==> src/rtl/up_down_counter_pkg.sv <==
// rtl/up_down_counter_pkg.sv - shared types for the up/down counter
package up_down_counter_pkg;

    // Source of the next count value when the counter is out of reset
    typedef enum logic [1:0] {
        SEL_LOAD = 2'd0,
        SEL_INC  = 2'd1,
        SEL_DEC  = 2'd2
    } step_sel_e;

endpackage

==> src/rtl/up_down_counter.sv <==
// rtl/up_down_counter.sv - loadable modulo-2^WIDTH up/down counter
module up_down_counter
    import up_down_counter_pkg::*;
#(
    parameter int WIDTH = 4
) (
    input  logic             clk,
    input  logic             reset,
    input  logic             load,
    input  logic             up_down,
    input  logic [WIDTH-1:0] data_in,
    output logic [WIDTH-1:0] count_out
);

    logic [WIDTH-1:0] count_q;
    logic [WIDTH-1:0] count_next;
    step_sel_e        sel;

    // Next-value mux: load beats counting; wrap comes free from WIDTH-bit arithmetic
    always_comb begin
        sel        = SEL_LOAD;
        count_next = count_q;
        if (load) begin
            sel = SEL_LOAD;
        end else if (up_down) begin
            sel = SEL_INC;
        end else begin
            sel = SEL_DEC;
        end
        case (sel)
            SEL_LOAD: count_next = data_in;
            SEL_INC:  count_next = count_q + WIDTH'(1);
            SEL_DEC:  count_next = count_q - WIDTH'(1);
            default:  count_next = count_q;
        endcase
    end

    // Count register with synchronous active-low clear taking priority
    always_ff @(posedge clk) begin
        if (!reset) begin
            count_q <= '0;
        end else begin
            count_q <= count_next;
        end
    end

    assign count_out = count_q;

endmodule

==> config.mk <==
export PLATFORM = sky130hd
export DESIGN_NAME = up_down_counter
export DESIGN_NICKNAME = d
export VERILOG_FILES = /design/src/rtl/up_down_counter_pkg.sv /design/src/rtl/up_down_counter.sv
export SDC_FILE = /design/constraint.sdc
export NUM_CORES = 1
export LEC_CHECK = 0
export CAP_MARGIN = 20
export CORE_AREA = 2 2 39 41
export CTS_BUF_LIST = sky130_fd_sc_hd__clkbuf_4 sky130_fd_sc_hd__clkbuf_8 sky130_fd_sc_hd__clkbuf_16
export DETAILED_ROUTE_END_ITERATION = 16
export DIE_AREA = 0 0 41 43
export PLACE_DENSITY = 0.53
export SLEW_MARGIN = 20
export SYNTH_ARGS = -nofsm -noshare
export SYNTH_HDL_FRONTEND = slang
export SYNTH_SLANG_ARGS = --single-unit
==> constraint.sdc <==
create_clock -name clk -period 2.3 [get_ports clk]
set_input_delay 0.46 -clock clk [delete_from_list [all_inputs] [get_ports clk]]
set_output_delay 0.46 -clock clk [all_outputs]
set_load 0.03 [all_outputs]
==> results.toml <==
[layout]
nets = 54
n_antenna_cell = 0
synth_to_layout_area_growth_pct = 65.8
fill_cells = 158
post_route_cells_drive_above_1_share = 0.140
largest_reg_flops = 4
postLayoutCellArea_um2 = 413

[synthesis]
synth-main-ff-cell = "dfxtp_1"
yosysTopAreaCellShare = 0.322
synth.net_count = 37
synthMostInstantiatedCell = "dfxtp_1"
syn-mean-instance-area_um2 = 8.89
synth_top_cells_by_count = "dfxtp_1 (4), nand2_1 (2), nor2_1 (2), nor2b_1 (2), o2111ai_1 (2)"
netlist.top_cell.by_area = "dfxtp_1"
mappedNetlistArea_um2 = 249
ys_async_sr_fraction = 0
synth_enable_flop_cells = 0
dominant_cells_by_area_after_synthesis = "dfxtp_1 (32%), o2111ai_1 (7.0%), ha_1 (5.0%)"
synth.yosys.warnings = 0
synth_cells = 28
synth_cell_types = 21
ys_seq_elements = 4
yosysSeqAreaShare = 0.322

[detailed_routing]
wire_per_inst_um = 9.75
drt_pass1_iterations = 2
vias_per_cell = 4.46
first_iter_violations = 3
totalWireLength_um = 575
ant_nets = 0
detail_route.drc_violations = 0
via_count = 263

[power]
internal_power_uw = 172
ir_worst_vdd_uv = 163
power_density_mw_per_mm2 = 582
seq_power_share = 0.349
clock_power_share = 0.364
power.static_leakage_uw = 0.000157
netSwitchingPower_uw = 68.1
share_comb_of_total_power = 0.287
power.share.switching = 0.283

[critical_path]
critical_path.endpoint_type = "flop"
arrival_ps = 1980
cp_data_required_time_ps = 2420
crit_fanout = 3
critical_path.startpoint_type = "input port"
worst-setup-path-type = "in2reg"
cp-startpoint = "up_down"
rr_startpoint = "count_out[1]$_SDFFE_PN0P_"

[floorplan]
die-area_mm2 = 0.00176
chipWidth_um = 41
fp.coreArea_mm2 = 0.00138
chipHeight_um = 43
initial_core_util = 0.180
placement_rows = 14
ioPinCount = 12

[hold_path]
min_from = "count_out[3]$_SDFFE_PN0P_"
hold_class = "reg2reg"

[timing]
hold_violations = 0
worst_pin_slew_ps = 305
fmaxAchievable_ghz = 0.539
timing_max_transition_violations_final = 0
unrepaired_setup_endpoints_after_global_routing = "no"
final.period_utilization = 0.806
finalSetupTns_ps = 0
final-setup-viol-count = 0
clock_skew_ps = 0.546
timing.max_slew.rel_slack = 0.796
fin_crit_ps = 1850

[clock_tree]
cts-buffers-inserted = 3
cts_max_path_buffers = 2
cts.repair_timing.setup_buffer_count = 0
clock_pin_slew_on_the_worst_setup_and_hold_paths_ps = 40
post_cts.resized_instances = 0
tritoncts = "yes"
clock_insertion_delay_worst_skew_ps = 230
cts-hold-fix-buffers = 0
cts.sinks = 4
cts.htree.levels = 1
clock-root-buffer = "clkbuf_4"

[grt]
pin_count_of_the_biggest_net_entering_global_routing = 12
grt_antenna_before_repair = 0
gr-usage-all-layers = 0.0845
first_pass_grt_wire_length_um = 897
global_route.overflow_total = 0
grt_pass1_vias = 231

[place]
globalplace.congestion = 0.679
port_buffers = 11
placement.cell_area_um2 = 390
place.detailed.hpwl_um = 419

[flow_run]
cap_violations = 0

[status]
run_status = "finished clean"
## through the flow
step	hold WS [ps]	setup WS, ps	utilization	instances	total power, uW
floorplan	582	492	-	28	121
global placement	569	222	0.282	56	154
detailed placement	567	207	0.282	56	155
CTS	577	440	0.298	59	246
global route	627	341	0.298	59	259
finish	571	446	0.298	59	240
## cells in the final DEF, fill, tap and decap left out
master           count
nor2_1               2
nand2b_1             1
a2111o_1             1
o2111ai_1            2
nand3_1              1
or4_4                1
xor2_1               1
o211ai_1             1
or2b_1               1
a21oi_1              1
o2111a_1             1
o21a_1               1
nor2b_1              2
and2_1               1
nor3_1               1
buf_4                2
ha_1                 1
o21ai_0              1
clkdlybuf4s50_1     11
mux2i_1              1
clkbuf_4             3
dfxtp_1              4
nand2_1              2
## final timing paths
check                               to  slack [ps]  depth (start not counted)
min          count_out[3]$_SDFFE_PN0P_         570                          3
max          count_out[2]$_SDFFE_PN0P_         450                          7
max reg2reg  count_out[2]$_SDFFE_PN0P_         800                          5
min reg2reg  count_out[3]$_SDFFE_PN0P_         570                          3
## cell families (layout without fill, tap and decap cells)
logic type,after synthesis,count (layout),synth area share
AOI/OAI and AO/OA,8,8,0.261
xor gates and xnor gates,1,1,0.0352
adders and majority gates,1,1,0.0502
buffers and inverters,1,16,0.0151
DFF,4,4,0.322
muxes,1,1,0.0402
and+or+nand+nor,12,12,0.276
## worst max-delay path, stage by stage
cell,delay (ps)
clkdlybuf4s50_1,420
nor2_1,130
xor2_1,170
ha_1,210
nor3_1,70
a2111o_1,380
o2111a_1,130
## power by group through the flow
stage	Sequential, uW	Clock, uW	Combinational (uW)
6_report	84.0	87.4	68.9
5_1_grt	85.0	98.9	75.3
4_1_cts	84.1	91.9	69.9
3_5_place_dp	85.3	0	69.4
3_3_place_gp	85.3	0	68.8
2_1_floorplan	96.3	0	24.5
## cell type report
class | count | area (um2) | area share
Multi-Input combinational cell | 23 | 165 | 0.400
Timing Repair Buffer | 13 | 125 | 0.303
Clock buffer | 3 | 22.5 | 0.0545
Tap cell | 16 | 20.0 | 0.0485
Sequential cell | 4 | 80.1 | 0.194
## per-layer routing
metal  GRT usage  share of wire
met1       0.110           0.48
met2      0.0813           0.42
met3      0.0314          0.075
met4       0.120          0.017
met5           0              0
No activity file was read; power rests on OpenSTA's default activity.
